$ cat config.mk
export PLATFORM = sky130hd
export DESIGN_NAME = key_action_mapper
export DESIGN_NICKNAME = d
export VERILOG_FILES = /design/src/rtl/key_action_mapper.sv
export SDC_FILE = /design/constraint.sdc
export NUM_CORES = 1
export LEC_CHECK = 0
export BUFFER_PORTS_ARGS = -buffer_cell sky130_fd_sc_hd__buf_4
export CAP_MARGIN = 20
export CORE_MARGIN = 1
export CORE_UTILIZATION = 40
export DETAILED_ROUTE_END_ITERATION = 6
export SYNTH_ARGS = -nofsm -noshare
export SYNTH_HDL_FRONTEND = slang
export SYNTH_SLANG_ARGS = --single-unit
$ cat constraint.sdc
create_clock -name clk -period 7.1 [get_ports clk]
set_input_delay 1.42 -clock clk [delete_from_list [all_inputs] [get_ports clk]]
set_output_delay 1.42 -clock clk [all_outputs]
set_load 0.02 [all_outputs]
$ cat src/rtl/key_action_mapper.sv
// Maps decoded PS/2 key events onto NUM_KEYS programmable key channels.
// Each channel provides held/press/release levels and game-style auto-repeat.
module key_action_mapper #(
    parameter int NUM_KEYS     = 5,
    parameter int CODE_W       = 9,
    parameter int REPEAT_DELAY = 25000000,
    parameter int REPEAT_RATE  = 5000000,
    parameter int CNT_W        = 25,
    parameter int IDX_W        = 3
) (
    input  logic                       clk,
    input  logic                       rst,
    input  logic [NUM_KEYS*CODE_W-1:0] key_map,
    input  logic [1:0]                 mode,
    input  logic                       clear,
    input  logic                       ev_valid,
    input  logic [CODE_W-1:0]          ev_code,
    input  logic                       ev_break,
    output logic [NUM_KEYS-1:0]        held,
    output logic [NUM_KEYS-1:0]        press_pulse,
    output logic [NUM_KEYS-1:0]        release_pulse,
    output logic [NUM_KEYS-1:0]        act,
    output logic [IDX_W-1:0]           last_idx,
    output logic                       last_valid
);

    typedef enum logic [1:0] {
        ST_IDLE   = 2'd0,
        ST_DELAY  = 2'd1,
        ST_REPEAT = 2'd2
    } state_t;

    localparam logic [CNT_W-1:0] DELAY_LOAD = CNT_W'(REPEAT_DELAY - 1);
    localparam logic [CNT_W-1:0] RATE_LOAD  = CNT_W'(REPEAT_RATE - 1);
    localparam logic [CNT_W-1:0] CNT_ZERO   = {CNT_W{1'b0}};

    state_t              r_state [NUM_KEYS];
    logic [CNT_W-1:0]    r_cnt   [NUM_KEYS];
    logic [NUM_KEYS-1:0] r_held;
    logic [NUM_KEYS-1:0] r_press;
    logic [NUM_KEYS-1:0] r_release;
    logic [NUM_KEYS-1:0] r_rep;
    logic [IDX_W-1:0]    r_last_idx;
    logic                r_last_valid;
    logic                r_arm;

    logic [NUM_KEYS-1:0] w_match;
    logic [NUM_KEYS-1:0] w_key_make;
    logic [NUM_KEYS-1:0] w_key_break;
    logic [NUM_KEYS-1:0] w_leave_idle;
    logic [NUM_KEYS-1:0] w_act;
    logic [IDX_W-1:0]    w_hit_idx;
    logic                w_hit;
    logic                w_ev_ok;
    logic                w_break_last;

    // r_arm blocks events on the first edge after reset release
    assign w_ev_ok = r_arm & ev_valid;
    assign w_hit   = |w_match;

    for (genvar g = 0; g < NUM_KEYS; g++) begin : g_key
        assign w_match[g]      = (key_map[g*CODE_W +: CODE_W] == ev_code);
        assign w_key_make[g]   = w_ev_ok & w_hit & (w_hit_idx == IDX_W'(g)) & ~ev_break;
        assign w_key_break[g]  = w_ev_ok & w_hit & (w_hit_idx == IDX_W'(g)) & ev_break;
        assign w_leave_idle[g] = w_key_make[g] & (r_state[g] == ST_IDLE);
    end

    assign w_break_last = w_ev_ok & w_hit & ev_break & (w_hit_idx == r_last_idx);

    // Lowest matching slot wins when key_map has duplicate codes
    always_comb begin
        w_hit_idx = {IDX_W{1'b0}};
        for (int i = NUM_KEYS - 1; i >= 0; i--) begin
            w_hit_idx = w_match[i] ? IDX_W'(i) : w_hit_idx;
        end
    end

    // Per-key FSMs, repeat counters, pulses and last-key tracking
    always_ff @(posedge clk or posedge rst) begin
        if (rst) begin
            for (int i = 0; i < NUM_KEYS; i++) begin
                r_state[i] <= ST_IDLE;
                r_cnt[i]   <= CNT_ZERO;
            end
            r_held       <= {NUM_KEYS{1'b0}};
            r_press      <= {NUM_KEYS{1'b0}};
            r_release    <= {NUM_KEYS{1'b0}};
            r_rep        <= {NUM_KEYS{1'b0}};
            r_last_idx   <= {IDX_W{1'b0}};
            r_last_valid <= 1'b0;
            r_arm        <= 1'b0;
        end else begin
            r_arm <= 1'b1;
            if (clear) begin
                for (int i = 0; i < NUM_KEYS; i++) begin
                    r_state[i] <= ST_IDLE;
                    r_cnt[i]   <= CNT_ZERO;
                end
                r_held       <= {NUM_KEYS{1'b0}};
                r_press      <= {NUM_KEYS{1'b0}};
                r_release    <= {NUM_KEYS{1'b0}};
                r_rep        <= {NUM_KEYS{1'b0}};
                r_last_idx   <= {IDX_W{1'b0}};
                r_last_valid <= 1'b0;
            end else begin
                for (int i = 0; i < NUM_KEYS; i++) begin
                    r_press[i]   <= 1'b0;
                    r_release[i] <= 1'b0;
                    r_rep[i]     <= 1'b0;
                    case (r_state[i])
                        ST_IDLE: begin
                            if (w_key_make[i]) begin
                                r_state[i] <= ST_DELAY;
                                r_held[i]  <= 1'b1;
                                r_press[i] <= 1'b1;
                                r_cnt[i]   <= DELAY_LOAD;
                            end else begin
                                r_cnt[i] <= CNT_ZERO;
                            end
                        end
                        ST_DELAY, ST_REPEAT: begin
                            // A release suppresses any repeat due in the same cycle
                            if (w_key_break[i]) begin
                                r_state[i]   <= ST_IDLE;
                                r_held[i]    <= 1'b0;
                                r_release[i] <= 1'b1;
                                r_cnt[i]     <= CNT_ZERO;
                            end else if (r_cnt[i] == CNT_ZERO) begin
                                r_state[i] <= ST_REPEAT;
                                r_rep[i]   <= 1'b1;
                                r_cnt[i]   <= RATE_LOAD;
                            end else begin
                                r_cnt[i] <= r_cnt[i] - {{(CNT_W-1){1'b0}}, 1'b1};
                            end
                        end
                        default: begin
                            r_state[i] <= ST_IDLE;
                            r_held[i]  <= 1'b0;
                            r_cnt[i]   <= CNT_ZERO;
                        end
                    endcase
                end
                if (|w_leave_idle) begin
                    r_last_idx   <= w_hit_idx;
                    r_last_valid <= 1'b1;
                end else if (w_break_last) begin
                    r_last_valid <= 1'b0;
                end else begin
                    r_last_valid <= r_last_valid;
                end
            end
        end
    end

    // Mode selects which registered per-key signal drives act; mode 3 acts as LEVEL
    always_comb begin
        case (mode)
            2'd1:    w_act = r_press;
            2'd2:    w_act = r_press | r_rep;
            default: w_act = r_held;
        endcase
    end

    assign held          = r_held;
    assign press_pulse   = r_press;
    assign release_pulse = r_release;
    assign act           = w_act;
    assign last_idx      = r_last_idx;
    assign last_valid    = r_last_valid;

endmodule

Word-level counts from Yosys, hierarchy flattened
Index checks and enable logic that the tools add are counted.
{"block": "classes", "addsub": 5, "mul": 0, "div_mod_pow": 0, "n_lt_le_gt_ge": 0, "n_eq_ne": 37, "shift": 0, "mux": 107, "n_bitwise": 26, "reduce_logical": 30}
{"operator": "25-bit 2-to-1 mux", "n": 15}
{"operator": "25-bit case mux with 2 select lines", "n": 5}
{"operator": "25-bit zero test", "n": 5}
{"operator": "125-bit 2-to-1 mux", "n": 1}
{"operator": "25-bit by 1-bit subtractor with 25-bit output, second input constant", "n": 5}
{"operator": "1-bit 2-to-1 mux", "n": 48}
{"operator": "9-bit equality test", "n": 5}
{"operator": "2-bit 2-to-1 mux", "n": 15}
{"operator": "3-bit inequality test, second input constant", "n": 10}
{"operator": "1-bit bitwise AND", "n": 24}
{"operator": "3-bit 2-to-1 mux", "n": 7}
{"operator": "5-bit 2-to-1 mux", "n": 4}
{"operator": "4-bit inequality test, second input constant", "n": 5}
{"operator": "2-bit case mux with 2 select lines", "n": 5}
{"operator": "2-bit AND reduction", "n": 10}
{"operator": "2-bit by 1-bit equality test with 1-bit output, second input constant", "n": 6}
{"operator": "2-bit equality test, second input constant", "n": 6}
{"operator": "2-bit zero test", "n": 5}
{"operator": "10-bit 2-to-1 mux", "n": 1}
{"operator": "1-bit case mux with 2 select lines", "n": 5}
{"operator": "5-bit case mux with 2 select lines", "n": 1}
{"operator": "2-bit OR reduction", "n": 5}
{"operator": "5-bit OR reduction", "n": 2}
{"operator": "3-bit by 2-bit equality test with 1-bit output, second input constant", "n": 2}
{"operator": "other kinds (8)", "n": 8}
{"block": "word_totals", "reg_bits": 160, "latchBits": 0, "ramBits": 0, "mem_bits_ro": 0, "in_bits": 61, "output_inout_bits": 24, "wordCells": 226, "memories": 0}

Longest topological paths before layout
{"block": "depth", "depth_word": 13, "ltp_mapped": 11, "mapped_depth_nobuf": 9}

Least setup slack after synthesis
Ideal clock, no wire load.
{"block": "synth_path", "path_type": "input-to-output", "start": "input mode[0]", "end": "output act[0]", "arrival_ps": 2507, "required_ps": 5680, "setup_slack_ps": 3173, "cell_stages": 4, "path_buffers": 1, "cell_sequence": "inv_1 -> ha_1 -> clkbuf_1 -> o31ai_1"}
{"block": "synth_via", "elab_chain_len": 2, "word_cells_on_any_way": 3, "cone_classes": "eq/ne (2); mux (1)"}
{"element": "from (decl)", "line_no": "14", "rtl": "input logic [1:0] mode,"}
{"element": "2-bit equality test or 2-bit by 1-bit equality test with 1-bit output (tied branches)", "line_no": "157", "rtl": "case (mode)"}
{"element": "5-bit case mux with 2 select lines *", "line_no": "157"}
{"element": "to (decl)", "line_no": "22", "rtl": "output logic [NUM_KEYS-1:0] act,"}
Every way passes the cells marked *; elsewhere a longest branch is shown, timed or not.

Final worst setup path
{"block": "layout_path", "start": "input mode[0]", "end": "output act[3]"}
Same word-level chain as after synthesis.

==> results.ini <==
[clocking]
clkLatencyLatePin_ns = 0.43
clock-root-buffer = clkbuf_16
tritoncts.num_buffers = 17
cts.clk_slew.worst_paths_ns = 0.07
holdBufCountCts = 0
cts_tree = done
htreeDepth = 4
cts-root-to-sink-buffers = 2
post_cts.repair.setup_buffers = 0
cts_sinks = 160
cts_repair_resized_insts = 0

[global_route]
grt_antenna_before_repair = 0
grt_start_max_net_pins = 95
grt_util_all_layers_pct = 18.5
grt_overflow = 0
first_global_vias = 6822
grt_pass1_wl_um = 34600

[synthesis]
main_combinational_cell_family_by_area_after_synthesis = simple AND/OR/NAND/NOR gates
post_synth_fa_ha_maj_area_fraction_pct = 3.46
yosys_warnings = 0
synthCells = 983
synth_enable_flop_cells = 0
asyncSetResetFlopFracSynth_pct = 100
yosys.area_share.xor_xnor_pct = 14.4
post_synthesis_compound_gate_area_fraction_pct = 10.9
synth_top_area_cells = dfrtp_1 (44%), xnor2_1 (7.3%), xor2_1 (7.2%)
synth_seq_area_share_pct = 44.3
synthMuxAreaShare_pct = 0.443
post_synth_num_cell_types = 64
synth.avg_cell_area_um2 = 9.19
mappedNetlistNets = 1069
synth_area_leader_cell = dfrtp_1
synth_simple_gate_area_share_pct = 23.1
yosys.area.top_type_share_pct = 44.3
synth.ff_latch_count = 160
synth_flop_cell = dfrtp_1
total_standard_cell_area_after_synthesis_mm2 = 0.00904

[final_layout]
footprint_of_the_flip_flops_and_latches_mm2 = 0.00400
antenna_cells_inserted = 0
top_library_cells_by_usage_in_the_layout_fill_and_taps_aside = dfrtp_1 (160), nor2_1 (121), buf_4 (87), o21ai_0 (85), xnor2_1 (75)
multiInputGateArea_mm2 = 0.00473
number_of_filler_cells_placed_in_the_layout = 2040
final_layout_size_suffix_gt1_share_pct = 12.5
layout.nets = 1132
areaGrowthSynthToFinish_pct = 15.7
instances_no_fill = 1339
layout_commonest_cell = dfrtp_1

[power_and_ir_drop]
peakVddDrop_v = 0.000244
cellLeakagePower_uw = 0.00507
power.density_cell_area_mw_per_mm2 = 489
total_power_uw = 5110

[placement]
port_buffers = 84
placed_cells_incl_taps = 1307
final_gp_congestion = 0.801
hpwl_um = 14300
place_ws_ns = 2.76

[worst_setup_path]
endpoint_kind = primary output
crit_buf_inv = 3
timing_worst_setup_path_type = in2out
req_time_crit_path_ns = 5.68
crit_top_cell = buf_4
critical_path_at_ns = 2.66
crit_family = adder cells
crit_chain = buf_4 > inv_1 > ha_1 > o31ai_1 > buf_4
cell_with_the_biggest_individual_delay_on_the_critical_path = ha_1
slowest_delay_ns = 0.46
worstSetupStartpointType = input pin
crit_path_max_fanout = 10

[floorplan]
floorplan.initialDensity_pct = 41.2
site_row_count = 54
pin_count = 85
die_x_um = 152
core_area_mm2 = 0.0220
floorplan.die_area_mm2 = 0.0232
die_y_um = 152

[timing]
hold_viol = 0
final_critical_path_setup_slack_ns = 3.02
maxSlewViolCount = 0
finalSetupTns_ns = 0
final_min_period_over_clock_period_pct = 57.5
relSlewSlack_pct = 31.8
clock.fmax_ghz = 0.245
timing.clock.skew_ns = 0.0122
rsz0062_at_grt = false
max_slew.worst_pin.slew_ns = 1.02
layout_min_cycle_time_ns = 4.08
setup_viol = 0

[detailed_routing]
wirelength_um = 20300
avgViaCountPerCell = 5.28
antenna_left = 0
total_via_count_after_detailed_routing = 7073
drt_pass1_iterations = 6
detail_route.iter0.violations = 420
drc_errors = 3
wire_per_inst_um = 15.2

[worst_hold_path]
hold_path_class = reg2reg

[run_status]
status = finished with violations
failed_checks = DRC

[run]
max-cap-violations = 0

==> cell type report <==
class,instances,share of cell area (%)
inverters,28,1.05
clock buffers,20,4.27
multi-input cells,752,45.3
repair buffers,87,6.25
clock inverters,12,1.53
well taps,280,3.35
flip-flops and latches,160,38.3
==> where the power goes <==
| part | internal (uW) | switching, uW |
|---|---|---|
| Sequential | 1110 | 173 |
| Clock | 564 | 382 |
| Combinational | 1230 | 1650 |
| Total | 2910 | 2200 |
==> layer usage <==
layer | part of all wire [%] | vias to the layer above | wire [um] | track usage [%]
li1 | - | 3533 | - | -
met3 | 4.3 | 19 | 865 | 4.18
met4 | 0.95 | 0 | 193 | 4.47
met5 | 0 | - | 0 | 0
met2 | 46 | 141 | 9340 | 29.1
met1 | 49 | 3380 | 9920 | 25.8
==> cell usage after synthesis (4+ instances only) <==
cell	number
buf_2	14
nand3_1	21
nand3b_1	4
a21oi_1	31
nor2b_1	14
o21ai_0	85
mux2i_1	4
nand2_1	68
and3_1	17
nor2_1	121
nor4_1	26
nand4_1	15
nor3_1	50
or4_1	7
ha_1	25
o21ai_1	6
inv_1	28
xnor2_1	75
nand2b_1	16
clkbuf_1	24
o41ai_1	7
xor2_1	74
nor3b_1	5
or2_2	5
or3_1	10
dfrtp_1	160
o31ai_1	11
==> sequential cells by signal (all words and copies together) (netlist names) <==
register       cells
held               5
last_idx           3
last_valid         1
press_pulse        5
r_arm              1
r_cnt            125
r_rep              5
r_state           10
release_pulse      5
==> cells by family (layout without fill, tap and decap cells) <==
kind of cell               count (synthesis)  after routing
muxes                                      4              4
AOI/OAI and AO/OA                        168            168
DFF                                      160            160
buffers and inverters                     71            147
other                                      1              1
and+or+nand+nor                          405            405
adders and majority gates                 25             25
xor gates and xnor gates                 149            149
==> worst register-to-register path, stage by stage (launching register included) <==
cell,delay [ns]
dfrtp_1,0.40
or4_1,0.63
nor4_1,0.42
nand4bb_1,0.28
nor3_1,0.63
o21ai_0,0.20
mux2i_1,0.18
nor2_1,0.06
==> stage by stage <==
stage	hold slack (ns)	area [um2]	util (%)
2_1_floorplan	0.497	9040	-
3_3_place_gp	0.513	9850	44.9
3_5_place_dp	0.524	9850	44.9
4_1_cts	0.542	10500	47.6
5_1_grt	0.562	10500	47.6
6_report	0.538	10500	47.6
==> path summary, 6_finish.rpt <==
path	cells past startpoint	startpoint	slack (ns)	end
max reg2reg	7	r_cnt[89]$_DFF_PP0_	4.17	r_state[6]$_DFFE_PP0P_
min	2	r_cnt[23]$_DFF_PP0_	0.54	r_cnt[23]$_DFF_PP0_
max in group asynchronous	3	rst	4.53	r_cnt[36]$_DFF_PP0_
min reg2reg	2	r_cnt[23]$_DFF_PP0_	0.54	r_cnt[23]$_DFF_PP0_
min in group asynchronous	2	rst	1.19	r_cnt[121]$_DFF_PP0_
max	5	mode[0]	3.02	act[3]
No activity file was read; power rests on OpenSTA's default activity.
